<file path="config.mk">
export PLATFORM = sky130hd
export DESIGN_NAME = button_conditioner
export DESIGN_NICKNAME = d
export VERILOG_FILES = /design/src/rtl/button_conditioner.sv
export SDC_FILE = /design/constraint.sdc
export NUM_CORES = 1
export LEC_CHECK = 0
export ABC_AREA = 1
export CAP_MARGIN = 20
export CORE_MARGIN = 8
export CORE_UTILIZATION = 46
export DETAILED_ROUTE_END_ITERATION = 8
export GPL_TIMING_DRIVEN = 0
export PLACE_DENSITY = 0.64
export SLEW_MARGIN = 20
export SYNTH_ARGS = -nofsm -noshare
export SYNTH_HDL_FRONTEND = slang
export SYNTH_SLANG_ARGS = --single-unit
</file>
<file path="constraint.sdc">
create_clock -name clk -period 2.65 [get_ports clk]
set_input_delay 0.795 -clock clk [delete_from_list [all_inputs] [get_ports clk]]
set_output_delay 0.795 -clock clk [all_outputs]
set_load 0.005 [all_outputs]
</file>
<file path="src/rtl/button_conditioner.sv">
// Push-button conditioner: synchroniser, debounce FSM, registered level,
// edge pulses and a press-toggled direction bit.
module button_conditioner #(
    parameter int DEBOUNCE_CYCLES = 50000,
    parameter int SYNC_STAGES     = 2,
    parameter bit ACTIVE_LOW_IN   = 1'b1,
    parameter bit TOGGLE_INIT     = 1'b0
) (
    input  logic clk,
    input  logic rst_n,
    input  logic btn_raw,
    output logic btn_level,
    output logic btn_rise,
    output logic btn_fall,
    output logic dir_toggle,
    output logic busy
);

    localparam int CNT_W = $clog2(DEBOUNCE_CYCLES + 1);
    localparam logic [CNT_W-1:0] CNT_LAST = CNT_W'(DEBOUNCE_CYCLES - 1);
    localparam logic [CNT_W-1:0] CNT_MAX  = CNT_W'(DEBOUNCE_CYCLES);

    localparam logic [1:0] IDLE_LO = 2'd0;
    localparam logic [1:0] WAIT_HI = 2'd1;
    localparam logic [1:0] IDLE_HI = 2'd2;
    localparam logic [1:0] WAIT_LO = 2'd3;

    generate
        if (DEBOUNCE_CYCLES < 2) begin : g_bad_debounce
            $error("button_conditioner: DEBOUNCE_CYCLES must be at least 2");
        end
        if (SYNC_STAGES < 2) begin : g_bad_sync
            $error("button_conditioner: SYNC_STAGES must be at least 2");
        end
    endgenerate

    logic                   in_n;
    logic [SYNC_STAGES-1:0] sync_q;
    logic                   s;

    logic [1:0]       state_q, state_d;
    logic [CNT_W-1:0] cnt_q, cnt_d;
    logic             level_d, rise_d, fall_d, toggle_d, busy_d;

    assign in_n = ACTIVE_LOW_IN ? ~btn_raw : btn_raw;
    assign s    = sync_q[SYNC_STAGES-1];

    // NOTE: sequential state uses non-blocking (<=) so every flop samples pre-edge values.
    always_ff @(posedge clk or negedge rst_n) begin
        if (!rst_n) begin
            sync_q <= '0;
        end else begin
            sync_q <= {sync_q[SYNC_STAGES-2:0], in_n};
        end
    end

    // NOTE: every always_comb output gets a default first, otherwise a latch is inferred.
    always_comb begin
        state_d  = state_q;
        cnt_d    = cnt_q;
        level_d  = btn_level;
        rise_d   = 1'b0;
        fall_d   = 1'b0;
        toggle_d = dir_toggle;

        case (state_q)
            IDLE_LO: begin
                if (s) begin
                    state_d = WAIT_HI;
                    cnt_d   = '0;
                end
            end
            WAIT_HI: begin
                if (!s) begin
                    state_d = IDLE_LO;
                    cnt_d   = '0;
                end else if (cnt_q == CNT_LAST) begin
                    state_d  = IDLE_HI;
                    level_d  = 1'b1;
                    rise_d   = 1'b1;
                    toggle_d = ~dir_toggle;
                end else if (cnt_q != CNT_MAX) begin
                    cnt_d = cnt_q + 1'b1;
                end
            end
            IDLE_HI: begin
                if (!s) begin
                    state_d = WAIT_LO;
                    cnt_d   = '0;
                end
            end
            WAIT_LO: begin
                if (s) begin
                    state_d = IDLE_HI;
                    cnt_d   = '0;
                end else if (cnt_q == CNT_LAST) begin
                    state_d = IDLE_LO;
                    level_d = 1'b0;
                    fall_d  = 1'b1;
                end else if (cnt_q != CNT_MAX) begin
                    cnt_d = cnt_q + 1'b1;
                end
            end
            default: begin
                state_d = IDLE_LO;
                cnt_d   = '0;
            end
        endcase

        // busy is derived from the next state so it is registered alongside it
        busy_d = (state_d == WAIT_HI) || (state_d == WAIT_LO);
    end

    always_ff @(posedge clk or negedge rst_n) begin
        if (!rst_n) begin
            state_q    <= IDLE_LO;
            cnt_q      <= '0;
            btn_level  <= 1'b0;
            btn_rise   <= 1'b0;
            btn_fall   <= 1'b0;
            dir_toggle <= TOGGLE_INIT;
            busy       <= 1'b0;
        end else begin
            state_q    <= state_d;
            cnt_q      <= cnt_d;
            btn_level  <= level_d;
            btn_rise   <= rise_d;
            btn_fall   <= fall_d;
            dir_toggle <= toggle_d;
            busy       <= busy_d;
        end
    end

endmodule

</file>
# Word level (Yosys, flattened, before mapping)

Index checks and enable logic that the tools add are counted.

Latch bits: 0
Input bits: 3
Memory bits (read-only): 0
Logic and storage cells: 54
RAM bits: 0
Memories kept: 0
Register bits after elaboration: 25
Output and inout bits: 5

Reductions and logical operators: 6
Magnitude comparators: 0
Add/subtract/negate cells: 1
Equality and inequality tests: 13
Div/mod/pow operators: 0
Bitwise logic cells: 2
Multiplexer cells: 24
Shifts and indexed selects: 0
Multipliers: 0

Operator list:

| cell                                                             | count |
|---|---|
| 16-bit 2-to-1 mux                                                | 6 |
| 16-bit one-hot mux with 4 select lines                           | 1 |
| 16-bit by 1-bit adder with 16-bit output (second input constant) | 1 |
| 16-bit == test (second input constant)                           | 1 |
| 16-bit inequality test (second input constant)                   | 1 |
| 2-bit 2-to-1 mux                                                 | 6 |
| 2-bit inequality test (second input constant)                    | 6 |
| 1-bit 2-to-1 mux                                                 | 9 |
| 2-bit one-hot mux with 4 select lines                            | 1 |
| 2-bit == test (second input constant)                            | 3 |
| 5-bit AND reduction                                              | 1 |
| 2-bit by 1-bit == test with 1-bit output (second input constant) | 2 |
| 3-bit AND reduction                                              | 1 |
| 2-bit logical NOT                                                | 1 |
| 1-bit inverter                                                   | 2 |
| 1-bit one-hot mux with 2 select lines                            | 1 |
| 2-bit AND reduction                                              | 1 |
| 2-bit nonzero test                                               | 1 |
| 1-bit logical OR                                                 | 1 |

# Depth between registers and ports, before layout

Gate-level depths: netlist of run 1.

Depth in word-level cells: 6
Gate-level depth with buffers: 10
Gate-level depth less buffers: 9

# Worst setup path before layout of run 1

OpenSTA, ideal clock, no wires.

Path kind: reg-to-reg
Start point: register cnt_q[1]
End point: register cnt_q[10]
Data arrival time: 1.214 ns
Cell stages (with the launch flop): 7
Required time: 2.524 ns
Clock period less this slack: 1.339 ns
Path buffers: 0
Setup slack: 1.311 ns
Library setup time: 0.126 ns
Cell sequence: dfrtp_1 > ha_1 > nand3_2 > nor2_4 > nand2_1 > nor3_1 > nor3b_2

Word-level cells in the longest chain between the ends: 5
Elaborated cells between the ends (all ways): 8
Those cells by class: add/sub (1); eq/ne (2); mux (5)

Ends and longest elaborated chain:

| item                                                                                      | RTL line | text |
|---|---|---|
| from (decl)                                                                               | 42       | `logic [CNT_W-1:0] cnt_q, cnt_d;` |
| from (signal assigned)                                                                    | 125      | `cnt_q <= cnt_d;` |
| 16-bit by 1-bit adder with 16-bit output / 16-bit inequality test (equally long branches) | n/a      |  |
| 16-bit 2-to-1 mux                                                                         | 82, 100  |  |
| 16-bit 2-to-1 mux *                                                                       | 77       | `end else if (cnt_q == CNT_LAST) begin` |
| 16-bit 2-to-1 mux, on equally long branches                                               | 93, 74   |  |
| 16-bit one-hot mux with 4 select lines *                                                  | 66       | `case (state_q)` |

Every way passes the cells marked *; elsewhere a longest branch is shown, timed or not.
A chain may end at the register's enable or synchronous reset.

# Worst setup path after layout of run 1

Start point: register dir_toggle
End point: output dir_toggle

RTL lines:

| item                   | RTL line | text |
|---|---|---|
| from (decl)            | 15       | `output logic dir_toggle,` |
| from (signal assigned) | 129      | `dir_toggle <= toggle_d;` |

No word-level cell between the ends.

==> results.py, run 1 <==
metrics = {
    "outcome": {
        "outcome": "finished clean",
    },
    "floorplan": {
        "die_w_um": 72.7,
        "core_area_mm2": 0.00305,
        "dieHeight_um": 72.7,
        "rows": 20,
        "dieArea_mm2": 0.00529,
        "start_util": 0.484,
        "io_pins": 8,
    },
    "synthesis": {
        "synth_top_cell_by_area": "dfrtp_1",
        "synth_enable_flop_cells": 0,
        "synth_compound_area_frac": 0.0474,
        "ys_async_sr_fraction": 1.00,
        "synth_most_common_cell": "nand2_1",
        "synth_top_area_share": 0.423,
        "synth_area_per_cell_um2": 7.99,
        "synth_xor_area_frac": 0.0415,
        "ys_top_cells_by_area": "dfrtp_1, nand2_1, nor2_1, nand3_1, inv_1",
        "synth_warnings": 0,
        "synthMuxAreaShare": 0,
        "synth_top_family_by_area": "simple AND/OR/NAND/NOR gates",
        "ys.flop_type": "dfrtp_1",
        "syn_nets": 190,
        "synth_fa_ha_area_frac": 0.0169,
        "synthTopCellsByCount": "nand2_1, dfrtp_1, nor2_1",
        "yosys.area_share.simple": 0.392,
        "syn-instance-count": 185,
        "synth_area_mm2": 0.00148,
        "ys_ff_latch": 25,
        "ys_seq_area_frac": 0.423,
        "synth_cell_types": 28,
    },
    "routing": {
        "via_per_inst": 5.08,
        "drt_iter0_drc": 55,
        "wirelength_mm": 3.04,
        "post_drt_wl_per_cell_um": 12.7,
        "ant_nets": 0,
        "drc": 0,
        "drt_first_pass_iters": 4,
        "num_vias": 1220,
    },
    "clock_network": {
        "hold_buffers": 0,
        "post_cts_buffers": 0,
        "cts-root-buf": "clkbuf_4",
        "clock_sinks": 25,
        "post_cts_resize_count": 0,
        "cts_buffer_depth": 2,
        "numCtsBuffers": 3,
        "cts_max_level": 1,
        "cts_tree": "done",
        "clk_latency_ps": 320,
        "clk_pin_slew_ps": 130,
    },
    "grt": {
        "grtUsageTotal": 0.128,
        "grt_pass1_wl_mm": 5.48,
        "antenna_found_initial": 0,
        "grt_pass1_vias": 1219,
        "grt_max_degree": 26,
        "grt_overflow": 0,
    },
    "run": {
        "maxCapViolCount": 0,
    },
    "setup_path": {
        "slowest_stage": "clkdlybuf4s50_1",
        "crit_required_ps": 1860,
        "max_stage_delay_ps": 510,
        "path_buf_inv": 1,
        "path_cells": "clkdlybuf4s50_1",
        "endpoint_kind": "primary output",
        "arrival_ps": 1200,
        "critPathKind": "flop to primary output",
        "path_delay_family": "buffers and inverters",
        "worst-path-max-fanout": 2,
        "start_kind": "flop",
    },
    "pwr": {
        "pwr_density_cell_mw_per_mm2": 382,
        "peakVddDrop_v": 0.000259,
        "leakagePower_nw": 0.746,
    },
    "layout": {
        "nFillCells": 309,
        "drive_gt1_frac": 0.138,
        "insertedDiodeCount": 0,
        "synthToLayoutAreaGrowth_pct": 9.90,
        "final_nets": 202,
    },
    "placed_design": {
        "place_ws_ps": 1010,
        "hpwl_mm": 2.32,
        "port_buffers": 7,
        "place_congestion": 0.891,
    },
    "timing": {
        "skew_ps": 14.2,
        "fmax_mhz": 501,
        "tns_ps": 0,
        "fin_crit_sh": 0.754,
        "slew_headroom": 0.631,
        "hold_violations": 0,
        "setup_violations": 0,
        "fin_crit_ps": 2000,
        "layout_setup_ws_ps": 653,
        "rsz0062_at_grt": "no",
        "finalMaxSlewViolations": 0,
        "worst_pin_slew_ps": 554,
    },
    "hold_path": {
        "hold_path_class": "flop to flop",
    },
}
==> logic make-up after synthesis <==
| kind of cell | Yosys count |
|---|---|
| compound gates | 13 |
| xor+xnor | 7 |
| fa+ha+maj | 2 |
| buf+inv | 27 |
| flops | 25 |
| simple gates | 111 |
==> registers in the layout (all words and copies together), names as in the netlist <==
register / count
btn_fall: 1
btn_level: 1
btn_rise: 1
busy: 1
cnt_q: 16
dir_toggle: 1
state_q: 2
sync_q: 2
==> per-stage QoR <==
stage | cells | utilization | total power, W | instance area [um2] | hold slack, ps
floorplan | 185 | - | 0.000432 | 1480 | 331
global placement | 236 | 0.525 | 0.000453 | 1600 | 342
detailed placement | 236 | 0.524 | 0.000455 | 1600 | 345
CTS | 240 | 0.532 | 0.000628 | 1630 | 377
global route | 240 | 0.532 | 0.000644 | 1630 | 383
finish | 240 | 0.532 | 0.000621 | 1630 | 372
==> layout by cell type (no fill, tap or decap), drive strengths merged, types with 2 or more instances in the layout <==
cell,synthesis,routed
nand2,43,43
nor2,29,29
dfrtp,25,25
inv,24,24
nand3,20,20
nand4,12,12
o21ai,8,8
xor2,6,6
clkdlybuf4s50,0,6
nor3,4,4
clkbuf,0,4
a21oi,3,3
buf,2,3
o21bai,2,2
ha,2,2
==> cell type report <==
cell class | instances | area, um2 | area share
clock buffer | 4 | 26.3 | 0.0162
multi-input combinational | 133 | 736 | 0.453
tap | 44 | 55.1 | 0.0339
buffer | 2 | 18.8 | 0.0115
inverter | 25 | 98.8 | 0.0608
sequential | 25 | 626 | 0.385
timing repair buffer | 7 | 65.1 | 0.0400
==> power by group <==
part           leakage (nW)  total (W)  switching (W)  internal, W
sequential            0.339   0.000392     0.00000462     0.000387
clock                0.0150   0.000175       0.000116    0.0000588
combinational         0.392  0.0000544      0.0000381    0.0000163
total                 0.746   0.000621       0.000159     0.000462
==> worst paths after layout <==
kind / cells after the start / from / slack (ps) / end
max: 1 / dir_toggle$_DFFE_PN0P_ / 650 / dir_toggle
min: 0 / sync_q[0]$_DFF_PN0_ / 370 / sync_q[1]$_DFF_PN0_
max reg2reg: 8 / cnt_q[1]$_DFFE_PN0P_ / 1160 / cnt_q[0]$_DFFE_PN0P_
min reg2reg: 0 / sync_q[0]$_DFF_PN0_ / 370 / sync_q[1]$_DFF_PN0_
max in group asynchronous: 1 / rst_n / 1840 / btn_fall$_DFF_PN0_
min in group asynchronous: 1 / rst_n / 440 / cnt_q[6]$_DFFE_PN0P_
==> routing by layer <==
layer,track usage,part of all wire,vias up
li1,-,-,623
met3,0.0275,0.046,2
met2,0.205,0.46,24
met5,0,0,-
met1,0.167,0.49,571
met4,0.0356,0.0059,0
Note: power is estimated with default switching activity, not from simulation.
==> inputs of run 2 (changes only) <==
==> constraint.sdc (replaced) <==
create_clock -name clk -period 1.9 [get_ports clk]
set_input_delay 0.57 -clock clk [delete_from_list [all_inputs] [get_ports clk]]
set_output_delay 0.57 -clock clk [all_outputs]
set_load 0.005 [all_outputs]
==> results of run 2 <==
Same layout as run 1 (identical final DEF). Status: finished clean.
Main changes from that run: setup slack after placement 1010 ps -> 408 ps; clock-pin slew on the worst setup and hold paths 130 ps -> 150 ps; setup slack after layout 653 ps -> 128 ps; hold slack 372 ps -> 211 ps; register-to-register setup slack 1160 ps -> 410 ps; total power 0.000621 W -> 0.000866 W; worst IR drop on VDD 0.000259 V -> 0.000362 V
